===== src/rtl/floating_point_greater.sv =====
// Strict greater-than comparator for the 13-bit sign-magnitude float format
// {sign[12], exponent[11:8], fraction[7:0]}, with value (-1)^s * 0.m * 2^e.
// Unnormalized fractions are compared by true value.
// All-zero fractions are zero, whatever the sign and exponent.
// The result is registered with a single cycle of latency.
module floating_point_greater (
    input  logic        i_clk,
    input  logic        i_rst_n,
    input  logic [12:0] i_float1,
    input  logic [12:0] i_float2,
    output logic        o_res
);

    // Leading-zero count of the fraction (0..7).
    // A zero fraction returns 0; the caller handles zero operands separately.
    function automatic logic [2:0] count_lz(input logic [7:0] frac);
        logic [2:0] lz;
        lz = 3'd0;
        casez (frac)
            8'b1???????: lz = 3'd0;
            8'b01??????: lz = 3'd1;
            8'b001?????: lz = 3'd2;
            8'b0001????: lz = 3'd3;
            8'b00001???: lz = 3'd4;
            8'b000001??: lz = 3'd5;
            8'b0000001?: lz = 3'd6;
            8'b00000001: lz = 3'd7;
            default:     lz = 3'd0;
        endcase
        return lz;
    endfunction

    // Ordering key for the magnitude: {effective exponent + 7, normalized fraction}.
    // The effective exponent spans -7..15, so the biased value spans 0..22 and fits 5 bits.
    // Any nonzero key has its fraction MSB set and is therefore above zero's key of 0.
    // This lets one unsigned compare order all magnitudes, zero included.
    function automatic logic [12:0] magnitude_key(input logic [12:0] f);
        logic [2:0]  lz;
        logic [4:0]  ee_biased;
        logic [7:0]  nm;
        logic [12:0] key;
        key = 13'd0;
        lz  = count_lz(f[7:0]);
        nm  = f[7:0] << lz;
        ee_biased = {1'b0, f[11:8]} + 5'd7 - {2'b00, lz};
        if (f[7:0] == 8'd0) begin
            key = 13'd0;
        end else begin
            key = {ee_biased, nm};
        end
        return key;
    endfunction

    logic [12:0] key1_s;
    logic [12:0] key2_s;
    logic        neg1_s;
    logic        neg2_s;
    logic        res_s;
    logic        res_r;

    // Derive magnitude keys and effective signs.
    // A zero is treated as non-negative, so +0 and -0 compare equal.
    always_comb begin
        key1_s = magnitude_key(i_float1);
        key2_s = magnitude_key(i_float2);
        neg1_s = i_float1[12] & (i_float1[7:0] != 8'd0);
        neg2_s = i_float2[12] & (i_float2[7:0] != 8'd0);
    end

    // Strict greater-than decision from the effective signs and magnitude keys.
    always_comb begin
        res_s = 1'b0;
        case ({neg1_s, neg2_s})
            2'b00:   res_s = (key1_s > key2_s);
            2'b01:   res_s = 1'b1;
            2'b10:   res_s = 1'b0;
            2'b11:   res_s = (key1_s < key2_s);
            default: res_s = 1'b0;
        endcase
    end

    // Result register.
    // Reset clears it immediately, discarding any in-flight result.
    always_ff @(posedge i_clk or negedge i_rst_n) begin
        if (!i_rst_n) begin
            res_r <= 1'b0;
        end else begin
            res_r <= res_s;
        end
    end

    assign o_res = res_r;

endmodule


===== config.mk =====
export PLATFORM = sky130hd
export DESIGN_NAME = floating_point_greater
export DESIGN_NICKNAME = d
export VERILOG_FILES = /design/src/rtl/floating_point_greater.sv
export SDC_FILE = /design/constraint.sdc
export NUM_CORES = 1
export LEC_CHECK = 0
export ABC_AREA = 1
export CORE_ASPECT_RATIO = 0.5
export CORE_MARGIN = 1.5
export CORE_UTILIZATION = 58
export DETAILED_ROUTE_END_ITERATION = 12
export GPL_ROUTABILITY_DRIVEN = 0
export GPL_TIMING_DRIVEN = 0
export PLACE_DENSITY = 0.84
export SYNTH_ARGS = -nofsm -noshare
export SYNTH_HDL_FRONTEND = slang
export SYNTH_SLANG_ARGS = --single-unit

===== constraint.sdc =====
create_clock -name i_clk -period 0.8 [get_ports i_clk]
set_input_delay 0.16 -clock i_clk [delete_from_list [all_inputs] [get_ports i_clk]]
set_output_delay 0.16 -clock i_clk [all_outputs]
set_load 0.02 [all_outputs]

==> impl_metrics.tcl, run 1 <==
set metrics [dict create \
    ys_ff_latch 1 \
    synth_area_leader_cell "ha_1" \
    synth_top_area_share_pct 20.53 \
    initial_core_util_pct 65.06 \
    yosys-top-cells-area "ha_1, nand2_1, nand3_1" \
    synthCells 243 \
    stop_stage "global routing" \
    grt_max_degree 10 \
    run_status "stopped before the end" \
    fp-row-count 12 \
    netlist_area_sq_um 1524 \
    fp.dieW_um 75.49 \
    io_pins 29 \
    stop_error "[ERROR DPL-0038] Utilization greater than 100%, impossible to legalize" \
    yosysWarnings 0 \
    portBuffers 28 \
    cts_hold_buf 0 \
    place_ws_ps -2671 \
    die_h_um 39.25 \
    worstEndpointGrtRepair "o_res$_DFF_PN0_/D" \
    postSynthNetCount 298 \
    avgSynthCellArea_sq_um 6.271 \
    hpwl_um 3069 \
    yosysSeqAreaShare_pct 1.642 \
    placed_area_sq_um 1949 \
    ys_types 30 \
    worstEndpointType "sequential cell input" \
]
[cell families after synthesis]
family	share of synthesized area, %
buffers and inverters	10.84
XOR/XNOR	1.150
AO/OA/AOI/OAI	8.292
adder cells (fa/ha/maj)	23.15
AND/OR/NAND/NOR	54.93
flip-flops	1.642
[stage by stage]
step / instances / hold WS (ps) / utilization [%] / TNS (ps)
after CTS: 338 / 313.6 / 94.55 / -2114
after global placement: 306 / 308.5 / 83.23 / -2830
after floorplan: 243 / -135.6 / - / -1757
after detailed placement: 306 / 310.9 / 83.23 / -2963
[what timing repair did]
| item | CTS |
|---|---|
| endpoints found under the hold margin | 0 |
| endpoints found under the setup margin | 2 |
| pin swaps | 38 |
| gates resized for setup | 86 |
| setup buffers | 32 |
[cell usage after synthesis, drive strengths merged]
library cell   n
nand3b         3
nand3         35
dfrtp          1
o211ai         1
a21oi         12
inv           42
nand2         67
fa             2
nor3           1
ha            25
xnor2          1
xor2           1
nor2          33
o21ai         10
or2            1
nand4          8
==> run 2: changes to the inputs <==
--- a/config.mk
+++ b/config.mk
@@ -6,13 +6,12 @@
 export NUM_CORES = 1
 export LEC_CHECK = 0
 export ABC_AREA = 1
-export CORE_ASPECT_RATIO = 0.5
 export CORE_MARGIN = 1.5
-export CORE_UTILIZATION = 58
+export CORE_UTILIZATION = 40
 export DETAILED_ROUTE_END_ITERATION = 12
 export GPL_ROUTABILITY_DRIVEN = 0
 export GPL_TIMING_DRIVEN = 0
-export PLACE_DENSITY = 0.84
+export PLACE_DENSITY_LB_ADDON = 0.15
 export SYNTH_ARGS = -nofsm -noshare
 export SYNTH_HDL_FRONTEND = slang
 export SYNTH_SLANG_ARGS = --single-unit
==> run 2 against run 1 <==
The flow now finishes, with violations (setup timing). Synthesized cell count stayed put. Area after synthesis stayed put.
==> impl_metrics.tcl, run 2 <==
set metrics [dict create \
    grtUsageTotal_pct 17.27 \
    rsz0062_at_grt "true" \
    cp_top_family "simple AND/OR/NAND/NOR gates" \
    p_leak_uw 0.001155 \
    hold_class "input pin to async pin" \
    min_period_over_period_pct 356.1 \
    crit_buf_inv 3 \
    fmax_ghz 0.3510 \
    critPathLaunchType "input pin" \
    violations "setup timing" \
    vias_per_cell 4.980 \
    initial_core_util_pct 41.63 \
    drc_errors 0 \
    overflow 0 \
    hold_viol 0 \
    portBuffers 28 \
    async_flop_share_pct 100.0 \
    fp.dieW_um 64.73 \
    hpwl_um 2769 \
    worstSetupEndpointType "flip-flop" \
    avgSynthCellArea_sq_um 6.271 \
    core_area_sq_um 3661 \
    timing.final.ws_setup_ps -2049 \
    netlist_area_sq_um 1524 \
    yosysSeqAreaShare_pct 1.642 \
    n_antenna_cell 0 \
    die_h_um 64.73 \
    grt_pass1_vias 1467 \
    synth_top_area_share_pct 20.53 \
    ant_nets 0 \
    yosys-top-cells-count "nand2_1, nand3_1, inv_1, ha_1, nor2_1" \
    mostFrequentLayoutCell "nand2_1" \
    place_ws_ps -2590 \
    worstMarginPinSlew_ps 359.5 \
    worstPathMaxFanout 4 \
    dr.pass1.iters 4 \
    cp_slowest_cell "fa_2" \
    syn2layout_area_growth_pct 48.60 \
    synth_area_leader_cell "ha_1" \
    cp_slowest_stage_delay_ps 410 \
    path_cells "buf_6 -> nor2_4 -> nand4_1 -> nand3b_4 -> inv_6 -> ha_4 -> ha_4 -> inv_2 -> fa_2 -> or2_4 -> ha_4 -> nand4_1 -> nor2_2 -> nand4_1 -> nand3_1 -> nand3_1" \
    crit_type "input pin to flip-flop" \
    layout_common_cells "nand2_1, nand3_1, buf_4, inv_1, ha_1" \
    finalCriticalPeriod_ps 2849 \
    routed_wl_um 3694 \
    clk_pin_slew_ps 0 \
    stdcell_count 345 \
    synthCells 243 \
    antenna_found_initial 0 \
    cellPowerDensity_nw_per_um2 700.8 \
    die_area_sq_um 4189 \
    fp-row-count 22 \
    cp.arrival_ps 2720 \
    maxCapViolCount 0 \
    grt_pass1_wl_um 6078 \
    nFillCells 360 \
    drt_iter0_markers 63 \
    yosysWarnings 0 \
    maxSlewViolCount 0 \
    final_nets 354 \
    max-slew-margin-rel_pct 75.94 \
    synthFlopType "dfrtp_1" \
    synthMostInstantiatedCell "nand2_1" \
    startpoint "i_float2[4]" \
    ys_ff_latch 1 \
    synth-edff-count 0 \
    run_status "complete, but fails checks" \
    crit_required_ps 670 \
    yosys-top-cells-area "ha_1, nand2_1, nand3_1" \
    post_route_cells_drive_above_1_share_pct 39.06 \
    vdd_drop_max_mv 0.2883 \
    grt_max_degree 10 \
    post_drt_wl_per_cell_um 10.71 \
    setup_violations 1 \
    largest_reg_flops 1 \
    postSynthNetCount 298 \
    vias 1718 \
    ys_types 30 \
    io_pins 29 \
    dpl.cell_count 319 \
    cts_hold_buf 0 \
]
-- run 2: cell counts after synthesis --
No cell type changed its count.
-- run 2: what timing repair did --
| action | CTS | global route |
|---|---|---|
| setup buffers | 21 | 5 |
| resized for setup | 85 | 17 |
| setup endpoints to repair | 2 | 1 |
| pin swaps | 37 | 28 |
-- run 2: layout make-up --
cell class              instances  area, sq um  area share [%]
multi-input cells             200         1536           67.85
repair buffers                 54        465.4           20.55
well taps                      48        60.06           2.652
flip-flops and latches          1        25.02           1.105
inverters                      42        177.7           7.845
-- run 2: worst max path at each step --
stage | end | slack [ps] | cells after the start
after floorplan | o_res | -1760 | 15
after global placement | o_res | -2550 | 18
after detailed placement | o_res | -2590 | 18
after CTS | o_res | -2090 | 16
after global routing | o_res | -2210 | 16
final | o_res | -2050 | 16
-- run 2: metrics by stage --
stage	total power, uW	instance area, sq um	util (%)	hold slack (ps)	TNS (ps)
after floorplan	1058	1625	-	-135.6	-1757
after global placement	1416	1966	53.69	311.4	-2805
after detailed placement	1434	1966	53.69	310.8	-2854
after CTS	1542	2201	60.12	310.9	-2094
after global routing	1790	2265	61.86	314.2	-2212
final	1587	2265	61.86	311.6	-2049
-- run 2: layer usage --
metal,part of all wire [%],global-route usage (%)
met2,50,30.03
met1,46,24.16
met4,0.43,1.596
met3,3.6,1.042
met5,0,0
-- run 2: logic make-up after synthesis --
kind of cell | count (synthesis) | synth area share [%]
xor gates and xnor gates | 2 | 1.150
DFF | 1 | 1.642
adders and majority gates | 27 | 23.15
buffers and inverters | 42 | 10.84
and+or+nand+nor | 148 | 54.93
AOI/OAI and AO/OA | 23 | 8.292
-- run 2: power breakdown --
group          total (uW)  switching [uW]  internal [uW]
clock network           0               0              0
registers            64.9            2.66           62.2
logic                1520             810            712
total                1590             813            774
(Power assumes the default switching activity.)
